`config.mk`:
```
export PLATFORM = sky130hd
export DESIGN_NAME = mem_net_inject_arbiter
export DESIGN_NICKNAME = d
export VERILOG_FILES = /design/src/rtl/mem_net_inject_arbiter_pkg.sv /design/src/rtl/mem_net_inject_arbiter_rr_arbiter.sv /design/src/rtl/mem_net_inject_arbiter.sv
export SDC_FILE = /design/constraint.sdc
export NUM_CORES = 1
export LEC_CHECK = 0
export BUFFER_PORTS_ARGS = -buffer_cell sky130_fd_sc_hd__buf_2
export CORE_AREA = 5 5 132 134
export CTS_CLUSTER_DIAMETER = 60
export DETAILED_ROUTE_END_ITERATION = 6
export DIE_AREA = 0 0 137 139
export GPL_ROUTABILITY_DRIVEN = 1
export GPL_TIMING_DRIVEN = 1
export MAX_ROUTING_LAYER = met4
export PLACE_DENSITY = 0.74
export SLEW_MARGIN = 0
export SYNTH_ARGS = -nofsm -noshare
export SYNTH_HDL_FRONTEND = slang
export SYNTH_SLANG_ARGS = --single-unit
```
`constraint.sdc`:
```
create_clock -name clk -period 5.2 [get_ports clk]
set_input_delay 0.52 -clock clk [delete_from_list [all_inputs] [get_ports clk]]
set_output_delay 0.52 -clock clk [all_outputs]
set_load 0.005 [all_outputs]
```
`src/rtl/mem_net_inject_arbiter_pkg.sv`:
```
// rtl/mem_net_inject_arbiter_pkg.sv - shared flit type, FSM states and sizing constants for the injection arbiter
package mem_net_inject_arbiter_pkg;

  localparam int FLIT_SIZE      = 64;
  localparam int WIDE_WIDTH     = 256;
  localparam int FLITS_PER_WIDE = WIDE_WIDTH / FLIT_SIZE;

  typedef struct packed {
    logic                 ipriority;
    logic                 last_flit;
    logic [FLIT_SIZE-1:0] payload;
  } generic_flit_t;

  typedef enum logic {
    IDLE   = 1'b0,
    LOCKED = 1'b1
  } inj_state_e;

endpackage

```
`src/rtl/mem_net_inject_arbiter_rr_arbiter.sv`:
```
// rtl/mem_net_inject_arbiter_rr_arbiter.sv - combinational round-robin pick of the first request at or after ptr
module rr_arbiter #(
  parameter int N = 4
) (
  input  logic [N-1:0]         req,
  input  logic [$clog2(N)-1:0] ptr,
  output logic [N-1:0]         onehot,
  output logic [$clog2(N)-1:0] gnt_idx
);

  localparam int IW = $clog2(N);

  logic          found;
  int            idx;
  logic [IW-1:0] pos;

  // Scan the N positions starting at ptr, wrapping, and keep the first request seen
  always_comb begin
    onehot  = '0;
    gnt_idx = '0;
    found   = 1'b0;
    idx     = 0;
    pos     = '0;
    for (int k = 0; k < N; k++) begin
      idx = int'(ptr) + k;
      if (idx >= N) idx = idx - N;
      pos = IW'(idx);
      if (!found && req[pos]) begin
        found       = 1'b1;
        onehot[pos] = 1'b1;
        gnt_idx     = pos;
      end
    end
  end

endmodule

```
`src/rtl/mem_net_inject_arbiter.sv`:
```
// rtl/mem_net_inject_arbiter.sv - wormhole round-robin injection arbiter with credit flow control; MEM_NET_SRF_PRIORITY_EN enables priority-first arbitration
module mem_net_inject_arbiter
  import mem_net_inject_arbiter_pkg::*;
#(
  parameter int NUM_REQ      = 4,
  parameter int BUFFER_DEPTH = 4,
  parameter int MAX_FLITS    = FLITS_PER_WIDE
) (
  input  logic                       clk,
  input  logic                       rst,
  input  logic [NUM_REQ-1:0]         req_valid,
  input  generic_flit_t              req_flit [NUM_REQ],
  output logic [NUM_REQ-1:0]         req_ready,
  output logic                       out_valid,
  output generic_flit_t              out_flit,
  output logic [$clog2(NUM_REQ)-1:0] out_src,
  input  logic                       credit_in,
  output logic                       credit_err,
  output logic                       busy
);

  localparam int IW = $clog2(NUM_REQ);
  localparam int CW = $clog2(BUFFER_DEPTH + 1);
  localparam int FW = $clog2(MAX_FLITS + 1);

  inj_state_e    state, state_n;
  logic [IW-1:0] grant_idx, grant_idx_n;
  logic [IW-1:0] rr_ptr, rr_ptr_n;
  logic [CW-1:0] credits, credits_n;
  logic [FW-1:0] flit_cnt, flit_cnt_n;
  logic          err_n;

  logic [NUM_REQ-1:0] win_onehot;
  logic [IW-1:0]      win_idx;
  logic [IW-1:0]      sel_idx;
  logic               accept;
  logic               credit_over;
  generic_flit_t      acc_flit;

`ifdef MEM_NET_SRF_PRIORITY_EN
  logic [NUM_REQ-1:0] pri_req, pri_oh, norm_oh;
  logic [IW-1:0]      pri_idx, norm_idx;

  // Requesters whose head flit is a wide SRF transfer form the priority set
  always_comb begin
    pri_req = '0;
    for (int i = 0; i < NUM_REQ; i++) pri_req[i] = req_valid[i] & req_flit[i].ipriority;
  end

  rr_arbiter #(.N(NUM_REQ)) u_arb_pri (
    .req(pri_req), .ptr(rr_ptr), .onehot(pri_oh), .gnt_idx(pri_idx)
  );

  rr_arbiter #(.N(NUM_REQ)) u_arb_norm (
    .req(req_valid), .ptr(rr_ptr), .onehot(norm_oh), .gnt_idx(norm_idx)
  );

  assign win_onehot = (|pri_req) ? pri_oh  : norm_oh;
  assign win_idx    = (|pri_req) ? pri_idx : norm_idx;
`else
  rr_arbiter #(.N(NUM_REQ)) u_arb (
    .req(req_valid), .ptr(rr_ptr), .onehot(win_onehot), .gnt_idx(win_idx)
  );
`endif

  assign sel_idx     = (state == LOCKED) ? grant_idx : win_idx;
  assign accept      = |(req_valid & req_ready);
  assign acc_flit    = req_flit[sel_idx];
  assign credit_over = credit_in && (credits == CW'(BUFFER_DEPTH));
  assign busy        = (state == LOCKED);

  // Ready goes only to the locked owner or the fresh IDLE winner, and only with a credit in hand
  always_comb begin
    req_ready = '0;
    if (!rst && credits != '0) begin
      if (state == LOCKED) req_ready[grant_idx] = 1'b1;
      else                 req_ready = win_onehot;
    end
  end

  // Next-state: packet lock/unlock, pointer advance, credit accounting and sticky error
  always_comb begin
    state_n     = state;
    grant_idx_n = grant_idx;
    rr_ptr_n    = rr_ptr;
    flit_cnt_n  = flit_cnt;
    credits_n   = credits;
    err_n       = credit_err | credit_over |
                  (accept && !acc_flit.last_flit && flit_cnt == FW'(MAX_FLITS - 1));

    case ({accept, credit_in})
      2'b10:   credits_n = credits - CW'(1);
      2'b01:   credits_n = credit_over ? credits : credits + CW'(1);
      default: credits_n = credits;
    endcase

    if (accept) begin
      if (acc_flit.last_flit) begin
        state_n    = IDLE;
        rr_ptr_n   = (sel_idx == IW'(NUM_REQ - 1)) ? '0 : sel_idx + IW'(1);
        flit_cnt_n = '0;
      end else begin
        state_n     = LOCKED;
        grant_idx_n = sel_idx;
        flit_cnt_n  = (flit_cnt == FW'(MAX_FLITS)) ? flit_cnt : flit_cnt + FW'(1);
      end
    end
  end

  // State and output register; the accepted flit lands on the output one cycle later
  always_ff @(posedge clk) begin
    if (rst) begin
      state      <= IDLE;
      grant_idx  <= '0;
      rr_ptr     <= '0;
      credits    <= CW'(BUFFER_DEPTH);
      flit_cnt   <= '0;
      credit_err <= 1'b0;
      out_valid  <= 1'b0;
      out_flit   <= '0;
      out_src    <= '0;
    end else begin
      state      <= state_n;
      grant_idx  <= grant_idx_n;
      rr_ptr     <= rr_ptr_n;
      credits    <= credits_n;
      flit_cnt   <= flit_cnt_n;
      credit_err <= err_n;
      out_valid  <= accept;
      if (accept) begin
        out_flit <= acc_flit;
        out_src  <= sel_idx;
      end
    end
  end

endmodule
```
==> impl_metrics.tcl, run 1 <==
set metrics [dict create \
    status "finished, final reports clean" \
    finClkSkew_ns 0.00892 \
    pwr-share-clk_pct 14.3 \
    place.gp.congestion 0.916 \
    cts_hold_buf 0 \
    cp_max_fo 141 \
    p_seq_share_pct 23.4 \
    cp_data_arrival_time_ns 4.71 \
    fin_cells 1297 \
    syn_nets 1076 \
    cts.sinks 81 \
    cts_tree "built" \
    synth_edf_count 0 \
    grt_pass1_wl_um 34300 \
    synth_flop_cell "dfxtp_1" \
    power_density_mw_per_mm2 605 \
    yosysSeqAreaShare_pct 27.4 \
    placedCellCount 1281 \
    drc 0 \
    min-delay-start "out_flit[30]" \
    switching_share_pct 46.3 \
    worstReg2RegStart "rr_ptr[0]" \
    grt_pass1_vias 6787 \
    syn_to_final_growth_pct 34.5 \
    hold_slack_ns 0.447 \
    syn_area_mm2 0.00591 \
    clk_pin_slew_worst_paths_ns 0.06 \
    criticalPathCategory "register to register" \
    final_nets 1355 \
    grt_max_degree 142 \
    cts_root_buf "clkbuf_16" \
    drt_iter0_drc 468 \
    yosys_register_bits 81 \
    cp-end-kind "register" \
    clk_latency_ns 0.34 \
    clk_path_buf_depth 2 \
    vias_per_cell 5.51 \
    hpwlAfterDp_um 15900 \
    synth_cell_types 54 \
    dieHeight_um 139 \
    post_cts_resized 0 \
    core_area_mm2 0.0162 \
    setup_viol 0 \
    p_int_mw 2.58 \
    row_count 47 \
    rsz0062_at_grt "no" \
    antenna_found_initial 2 \
    fin_crit_sh_pct 85.6 \
    syn_inst 793 \
    crit_start "rr_ptr[0]" \
    max-vdd-ir-drop_uv 377 \
    track_usage_pct 22.9 \
    ios 346 \
    cp.required_ns 5.46 \
    ys_async_sr_fraction_pct 0 \
    leakagePower_nw 3.68 \
    io_buffers 345 \
    drv_slew 0 \
    fmax_ghz 0.225 \
    post_cts_buffers 0 \
    worst_setup_path_start_kind "register" \
    cts_buffers 9 \
    grt_overflow 0 \
    dp_slack_ns 0.911 \
    htreeDepth 3 \
    ys_warn_count 0 \
    hold_viol_final 0 \
    fp.dieW_um 137 \
    tightest_slew_ns 0.822 \
    drive_above_1_share_pct 36.2 \
    power_frac_comb_pct 62.3 \
    first_pass_iters 5 \
    num_vias 7151 \
    initial_utilization_pct 36.5 \
    setup_ws_ns 0.751 \
    p_switching_mw 2.23 \
    dieArea_mm2 0.0190 \
    maxCapViolCount 0 \
    setup-tns-final_ns 0 \
    wl_um 22400 \
    hp-class "register to register" \
    min_period_ns 4.45 \
    synth.avg_cell_area_um2 7.45 \
    ant_nets 0 \
    slew_headroom_pct 45.2 \
    avgRoutedWirePerCell_um 17.2 \
    post-route-util_pct 49.2 \
]
==> worst max-delay path, stage by stage (launching register included) <==
cell	delay (ns)
dfxtp_1	0.73
inv_1	0.29
ha_1	0.58
mux4_2	0.49
a21oi_1	0.20
nand2_1	0.09
a41o_1	0.26
nor4_4	0.30
buf_12	0.42
inv_2	0.28
o21ai_1	0.28
mux2i_1	0.23
==> stage by stage <==
stage | power, mW | cell area [um^2]
after detailed placement | 4.13 | 7630
final | 4.81 | 7950
after CTS | 4.85 | 7950
after global routing | 5.21 | 7950
after global placement | 4.11 | 7630
after floorplan | 3.25 | 5910
==> synth_stat cells (2+ instances only) <==
cell / count / area (um^2)
mux4_2: 4 / 90.1
inv_1: 13 / 48.8
a211o_1: 4 / 35.0
a211oi_1: 69 / 518
nor2_1: 7 / 26.3
nor3_1: 5 / 25.0
inv_2: 2 / 7.51
and3_1: 68 / 425
a31oi_1: 4 / 25.0
nand2_1: 217 / 815
nand4_1: 2 / 12.5
a21oi_1: 76 / 380
buf_4: 11 / 82.6
mux2_2: 5 / 56.3
o31ai_1: 2 / 15.0
ha_1: 11 / 138
a311o_1: 65 / 651
nand3_1: 11 / 55.1
o21ai_0: 4 / 20.0
nand2b_1: 4 / 25.0
nor4_1: 2 / 12.5
o2111ai_1: 3 / 26.3
nor2b_1: 3 / 18.8
a32o_1: 3 / 30.0
dfxtp_1: 81 / 1620
o211ai_1: 2 / 15.0
and2_1: 2 / 12.5
mux2i_1: 9 / 90.1
clkbuf_1: 45 / 169
a221oi_1: 2 / 17.5
buf_2: 29 / 145
o22ai_1: 3 / 18.8
nand3b_1: 4 / 30.0
==> layout make-up <==
cell class	count	area, um^2
well taps	220	275
flip-flops and latches	81	1620
inverters	16	62.6
multi-input cells	610	3820
repair buffers	354	1840
fillers	1631	8220
clock inverters	3	65.1
clock buffers	11	253
diodes	2	5.00
==> cells by family (layout without fill, tap and decap cells) <==
family,after synthesis,count (layout),share of synthesized area [%]
and+or+nand+nor,329,329,25.8
DFF,81,81,27.4
buffers and inverters,102,384,7.94
muxes,18,18,4.00
AOI/OAI and AO/OA,250,250,32.0
adders and majority gates,12,12,2.67
other,0,2,0
xor gates and xnor gates,1,1,0.148
==> cells in the final DEF, fill, tap and decap left out, drive strengths merged, types with 9 or more instances in the layout <==
cell and instances:
mux2i 9, a311o 65, buf 354, nand2 217, and3 68, inv 16, a211oi 70, ha 11
a21oi 76, clkbuf 11, nand3 11, dfxtp 81
==> per-layer routing <==
layer	GRT usage, %	part of all wire, %
met1	27.8	41
met2	38.3	49
met3	5.08	8.3
met4	5.67	1.4
met5	-	0
==> registers in the layout, summed over array words and instances, names as in the netlist <==
register,cells
credit_err,1
rr_ptr,2
out_src,2
out_flit,66
credits,3
flit_cnt,3
busy,1
grant_idx,2
out_valid,1
==> path summary, 6_finish.rpt <==
path         depth (start not counted)  slack (ns)           end
min                                  2        0.45  out_flit[30]
max                                 11        0.75  grant_idx[0]
max reg2reg                         11        0.75  grant_idx[0]
min reg2reg                          2        0.45  out_flit[30]
==> power by group through the flow <==
stage / Combinational, mW / Clock (mW) / Sequential, mW
after floorplan: 2.12 / 0 / 1.13
after global placement: 2.99 / 0 / 1.12
after detailed placement: 3.00 / 0 / 1.13
after CTS: 3.01 / 0.708 / 1.13
after global routing: 3.31 / 0.736 / 1.17
final: 3.00 / 0.686 / 1.13
(Power assumes the default switching activity.)
==> inputs of run 2 (changes only) <==
--- a/config.mk
+++ b/config.mk
@@ -5,15 +5,18 @@
 export SDC_FILE = /design/constraint.sdc
 export NUM_CORES = 1
 export LEC_CHECK = 0
+export ABC_AREA = 1
 export BUFFER_PORTS_ARGS = -buffer_cell sky130_fd_sc_hd__buf_2
-export CORE_AREA = 5 5 132 134
+export CELL_PAD_IN_SITES_DETAIL_PLACEMENT = 1
+export CELL_PAD_IN_SITES_GLOBAL_PLACEMENT = 1
+export CORE_MARGIN = 5
+export CORE_UTILIZATION = 30
 export CTS_CLUSTER_DIAMETER = 60
 export DETAILED_ROUTE_END_ITERATION = 6
-export DIE_AREA = 0 0 137 139
 export GPL_ROUTABILITY_DRIVEN = 1
 export GPL_TIMING_DRIVEN = 1
 export MAX_ROUTING_LAYER = met4
-export PLACE_DENSITY = 0.74
+export PLACE_DENSITY = 0.91
 export SLEW_MARGIN = 0
 export SYNTH_ARGS = -nofsm -noshare
 export SYNTH_HDL_FRONTEND = slang
==> constraint.sdc (replaced) <==
create_clock -name clk -period 5.3 [get_ports clk]
set_input_delay 0.53 -clock clk [delete_from_list [all_inputs] [get_ports clk]]
set_output_delay 0.53 -clock clk [all_outputs]
set_load 0.005 [all_outputs]
==> impl_metrics.tcl, run 2 <==
set metrics [dict create \
    grtUsageMet1_pct 28.2 \
    maxCapViolCount 0 \
    ios 346 \
    post_cts_resized 0 \
    clk_path_buf_depth 2 \
    synth_edf_count 0 \
    fp.dieW_um 147 \
    dp_slack_ns 1.19 \
    ys_async_sr_fraction_pct 0 \
    grt_max_degree 109 \
    finalPower_mw 5.28 \
    clk_latency_ns 0.34 \
    most-common-layout-cells "345 x buf_2, 246 x nand2_1, 132 x nor2_1" \
    syn_nets 1214 \
    max-vdd-ir-drop_uv 410 \
    cts_root_buf "clkbuf_16" \
    clk_pin_slew_worst_paths_ns 0.06 \
    final_nets 1514 \
    worstReg2RegStart "rr_ptr[0]" \
    grt_overflow 0 \
    track_usage_pct 23.3 \
    cts_tree "built" \
    htreeDepth 3 \
    hold_end "out_flit[34]" \
    reg.largest.list "out_flit: 66 flops, credits: 3 flops, flit_cnt: 3 flops" \
    core_area_mm2 0.0186 \
    dieHeight_um 147 \
    rsz0062_at_grt "no" \
    post_cts_buffers 0 \
    finClkSkew_ns 0.00807 \
    vias_per_cell 5.01 \
    ys_top_cells_by_count "246 x nand2_1, 132 x nor2_1, 99 x o21ai_0" \
    cp_max_fo 108 \
    synth.most_common_cell "nand2_1" \
    synth_cell_types 33 \
    hpwlAfterDp_um 19700 \
    syn_area_mm2 0.00563 \
    grt_pass1_vias 7746 \
    dieArea_mm2 0.0216 \
    leakagePower_nw 3.86 \
    yosysSeqAreaShare_pct 28.8 \
    yosys.area.top_type "dfxtp_1" \
    power_density_mw_per_mm2 687 \
    drv_slew 0 \
    min-delay-start "out_flit[34]" \
    rrSetupSlack_ns 1.28 \
    tightest_slew_ns 1.00 \
    setup_ws_ns 1.28 \
    cp.required_ns 5.56 \
    avgRoutedWirePerCell_um 17.3 \
    cp_data_arrival_time_ns 4.28 \
    initial_utilization_pct 30.3 \
    wl_um 25600 \
    top_register "out_flit" \
    syn_inst 931 \
    critical-path-max-stage-delay_ns 0.81 \
    place.gp.congestion 0.892 \
    ant_nets 0 \
    status "finished, final reports clean" \
    fin_crit_sh_pct 75.9 \
    largest_reg_flops 66 \
    grt_pass1_wl_um 39700 \
    antenna_found_initial 5 \
    reg2reg_to "grant_idx[0]" \
    final.fill_count 2590 \
    ys_warn_count 0 \
    hp-class "register to register" \
    slew_headroom_pct 33.3 \
    worst_setup_path_start_kind "register" \
    r2r_cells 17 \
    synth_flop_cell "dfxtp_1" \
    grt-busiest-layer "met2" \
    met2_usage_pct 38.1 \
    drt_iter0_drc 291 \
    syn_to_final_growth_pct 36.5 \
    worst_path_max_delay_cell "buf_4" \
    criticalPathCategory "register to register" \
    num_vias 7397 \
    grt.met3_usage_pct 4.66 \
    synth.avg_cell_area_um2 6.05 \
    min_path_cells 2 \
    synth_area_leaders "dfxtp_1 29%, nand2_1 16%, nor2_1 8.8%" \
    row_count 50 \
    synth.top_cell.area_share_pct 28.8 \
    cts_hold_buf 0 \
    io_buffers 345 \
    first_pass_iters 5 \
    cts.sinks 81 \
    drc 0 \
    crit_chain "inv_2 > ha_1 > inv_1 > nand3_1 > nand2_2 > nor2_2 > inv_1 > nand3_2 > nand3_2 > nand2_4 > buf_4 > nand2_1 > nand3_1 > nand2_2 > nor2_4 > o21ai_0 > a21oi_1" \
    setup_viol 0 \
    final_common_cell "buf_2" \
    min_period_ns 4.02 \
    drive_above_1_share_pct 32.4 \
    hold_viol_final 0 \
    cp-end-kind "register" \
    fmax_ghz 0.249 \
    setup-tns-final_ns 0 \
    yosys_register_bits 81 \
    cts_buffers 9 \
]
## run 2: kinds of logic after synthesis
logic type / synth area share (%)
DFF: 28.8
buffers and inverters: 10.1
adders and majority gates: 2.80
AOI/OAI and AO/OA: 21.7
and+or+nand+nor: 36.6
## run 2: critical path: cells and delay by family, from the launching register on
kind / cells / cell delay [ns]
AO/OA/AOI/OAI: 2 / 0.27
buffers and inverters: 4 / 1.17
flip-flops: 1 / 0.56
AND/OR/NAND/NOR: 10 / 1.54
adder cells (fa/ha/maj): 1 / 0.39
## run 2: worst max-delay path by stage
stage	start	endpoint	slack [ns]	cells after the start
after global placement	rr_ptr[0]	grant_idx[0]	1.37	17
after global routing	rr_ptr[0]	grant_idx[0]	0.78	17
after detailed placement	rr_ptr[0]	grant_idx[0]	1.19	18
after CTS	rr_ptr[0]	grant_idx[0]	1.17	18
final	rr_ptr[0]	grant_idx[0]	1.28	17
after floorplan	rr_ptr[0]	credits[2]	2.44	21
## run 2: layout make-up
cell class,instances,area (um^2),share of cell area [%]
antenna,5,12.5,0.163
clock buffer,10,229,2.98
clock inverter,6,82.6,1.08
inverter,54,206,2.69
multi-input combinational,731,3440,44.8
sequential,81,1620,21.1
tap,234,293,3.81
timing repair buffer,354,1790,23.4
## run 2: power by group
| group | total, mW | switching (mW) | internal (mW) |
|---|---|---|---|
| Clock | 0.675 | 0.264 | 0.411 |
| Combinational | 3.63 | 2.45 | 1.18 |
| Sequential | 0.970 | 0.134 | 0.836 |
| Total | 5.28 | 2.85 | 2.43 |
## run 2: routing by layer
layer / vias up / part of all wire (%)
li1: 3654 / -
met1: 3431 / 42
met2: 262 / 48
met3: 50 / 6.5
met4: 0 / 3.2
met5: - / 0
## run 2: metrics by stage
stage / utilization (%) / cell area, um^2 / hold WS (ns) / std cells
2_1_floorplan: - / 5630 / 0.449 / 931
3_3_place_gp: 39.6 / 7360 / 0.449 / 1454
3_5_place_dp: 39.6 / 7360 / 0.453 / 1454
4_1_cts: 41.3 / 7670 / 0.462 / 1470
5_1_grt: 41.3 / 7680 / 0.489 / 1475
6_report: 41.3 / 7680 / 0.467 / 1475
==> inputs of run 3 (changes only) <==
--- a/config.mk
+++ b/config.mk
@@ -5,18 +5,18 @@
 export SDC_FILE = /design/constraint.sdc
 export NUM_CORES = 1
 export LEC_CHECK = 0
-export ABC_AREA = 1
+export ABC_AREA = 0
 export BUFFER_PORTS_ARGS = -buffer_cell sky130_fd_sc_hd__buf_2
 export CELL_PAD_IN_SITES_DETAIL_PLACEMENT = 1
 export CELL_PAD_IN_SITES_GLOBAL_PLACEMENT = 1
 export CORE_MARGIN = 5
-export CORE_UTILIZATION = 30
+export CORE_UTILIZATION = 27
 export CTS_CLUSTER_DIAMETER = 60
 export DETAILED_ROUTE_END_ITERATION = 6
 export GPL_ROUTABILITY_DRIVEN = 1
 export GPL_TIMING_DRIVEN = 1
 export MAX_ROUTING_LAYER = met4
-export PLACE_DENSITY = 0.91
+export PLACE_DENSITY = 0.81
 export SLEW_MARGIN = 0
 export SYNTH_ARGS = -nofsm -noshare
 export SYNTH_HDL_FRONTEND = slang
==> constraint.sdc (replaced) <==
create_clock -name clk -period 3.4 [get_ports clk]
set_input_delay 0.34 -clock clk [delete_from_list [all_inputs] [get_ports clk]]
set_output_delay 0.34 -clock clk [all_outputs]
set_load 0.005 [all_outputs]
==> impl_metrics.tcl, run 3 (same netlist as run 1, synthesis figures left out) <==
set metrics [dict create \
    syn_to_final_growth_pct 42.5 \
    status "finished, final reports clean" \
    hpwlAfterDp_um 20500 \
    vias_per_cell 5.36 \
    drt_iter0_drc 400 \
    hold_end "out_flit[37]" \
    top_register "out_flit" \
    area.sequential_mm2 0.00163 \
    reg.largest.list "out_flit: 66 flops, credits: 3 flops, flit_cnt: 3 flops" \
    placedCellCount 1358 \
    min_path_cells 2 \
    post_dp_cell_area_mm2 0.00794 \
    dieArea_mm2 0.0249 \
    setup_viol 0 \
    wl_um 27700 \
    setup-tns-final_ns 0 \
    drv_slew 0 \
    cts_tree "built" \
    reg2reg_to "out_flit[6]" \
    power_frac_comb_pct 64.0 \
    cp_max_fo 36 \
    min-delay-start "rst" \
    multi_input_area_mm2 0.00387 \
    design_area_mm2 0.00842 \
    clk_path_buf_depth 2 \
    antenna_found_initial 1 \
    p_switching_mw 3.71 \
    most-common-layout-cells "344 x buf_2, 215 x nand2_1, 79 x dfxtp_1" \
    avgRoutedWirePerCell_um 20.0 \
    max-vdd-ir-drop_uv 413 \
    ant_nets 0 \
    clk_latency_ns 0.34 \
    drc 0 \
    slew_headroom_pct 48.5 \
    ios 346 \
    cts.sinks 81 \
    min_period_ns 3.25 \
    p_seq_share_pct 21.5 \
    grt_overflow 0 \
    cts_buffers 9 \
    htreeDepth 3 \
    grt_max_degree 68 \
    maxCapViolCount 0 \
    clk_pin_slew_worst_paths_ns 0.07 \
    leakagePower_nw 3.88 \
    initial_utilization_pct 27.3 \
    hold_viol_final 0 \
    tightest_slew_ns 0.772 \
    post-route-util_pct 38.8 \
    final_nets 1382 \
    cp_data_arrival_time_ns 3.52 \
    row_count 54 \
    worstReg2RegStart "rr_ptr[0]" \
    track_usage_pct 21.2 \
    fin_crit_sh_pct 95.7 \
    cts_hold_buf 0 \
    grt_pass1_wl_um 40800 \
    p_int_mw 4.38 \
    core_area_mm2 0.0217 \
    hold_slack_ns 0.350 \
    first_pass_iters 4 \
    final.fill_count 2772 \
    dieHeight_um 158 \
    largest_reg_flops 66 \
    num_vias 7428 \
    fp.dieW_um 158 \
    finClkSkew_ns 0.00679 \
    place.gp.congestion 0.915 \
    cp.required_ns 3.67 \
    r2r_cells 10 \
    cp-end-kind "register" \
    io_buffers 345 \
    fin_cells 1385 \
    fmax_ghz 0.307 \
    worst_setup_path_start_kind "register" \
    hp-class "input port to register" \
    rrSetupSlack_ns 0.15 \
    pwr-share-clk_pct 14.6 \
    power_density_mw_per_mm2 960 \
    drive_above_1_share_pct 38.3 \
    switching_share_pct 45.9 \
    criticalPathCategory "register to register" \
    cts_root_buf "clkbuf_16" \
    final_common_cell "buf_2" \
    grt_pass1_vias 7716 \
]
-- run 3: cell types whose count changed in the layout (fill, tap and decap cells not counted), sizes merged, moves of 15 or more --
cell    previous run  this run
a211oi             1        70
a311o              0        65
and3               0        68
buf              354       379
inv               53        16
nand2            253       217
nand3             72        11
nor2             138         7
o21ai            127         5
o22ai             22         3
or2               15         0
-- run 3: metal layers --
layer	track usage, %	routed length (um)	up-vias	part of all wire [%]
met2	36.7	13900	291	50
met5	-	0	-	0
li1	-	-	3546	-
met1	24.4	11000	3550	40
met4	8.45	881	0	3.2
met3	3.83	1930	41	7.0
-- run 3: worst max-delay path, cell delays in order, from the launching register on --
cell and delay, ns:
dfxtp_4 0.42, buf_4 0.19, mux4_2 0.62, o2111a_1 0.28, a211o_2 0.31, and2_2 0.24, inv_4 0.28, buf_12 0.24
nand2_1 0.08, a311o_1 0.35, a21oi_1 0.15
-- run 3: how the worst max path moves through the flow --
stage              start      endpoint
6_report       rr_ptr[0]   out_flit[6]
5_1_grt        rr_ptr[0]  out_flit[18]
4_1_cts        rr_ptr[0]  grant_idx[0]
3_5_place_dp   rr_ptr[0]   flit_cnt[2]
3_3_place_gp   rr_ptr[0]  grant_idx[1]
2_1_floorplan  rr_ptr[0]    credits[1]
-- run 3: final cells by class --
class                           instances  area share (%)
Antenna cell                            1          0.0297
Clock buffer                           12            3.06
Clock inverter                          4            1.16
Inverter                               16           0.802
Multi-Input combinational cell        611            46.0
Sequential cell                        81            19.3
Tap cell                              280            4.16
Timing Repair Buffer                  380            25.4
-- run 3: timing repair --
action,4_1_cts,5_1_grt
gates resized for setup,0,4
setup endpoints to repair,0,20
setup buffers,0,8
-- run 3: per-stage QoR --
stage                     setup WS (ns)  total power [mW]
final                             0.147              8.09
after global routing           -0.00681              8.77
after CTS                        0.0783              8.05
after detailed placement         0.0936              6.81
after global placement            0.112              6.71
after floorplan                  -0.359              5.02
-- run 3: power groups by stage --
stage	clock [mW]	combinational, mW	sequential, mW
2_1_floorplan	0	3.29	1.73
3_3_place_gp	0	4.98	1.74
3_5_place_dp	0	5.06	1.75
4_1_cts	1.22	5.08	1.74
5_1_grt	1.26	5.71	1.80
6_report	1.18	5.17	1.74
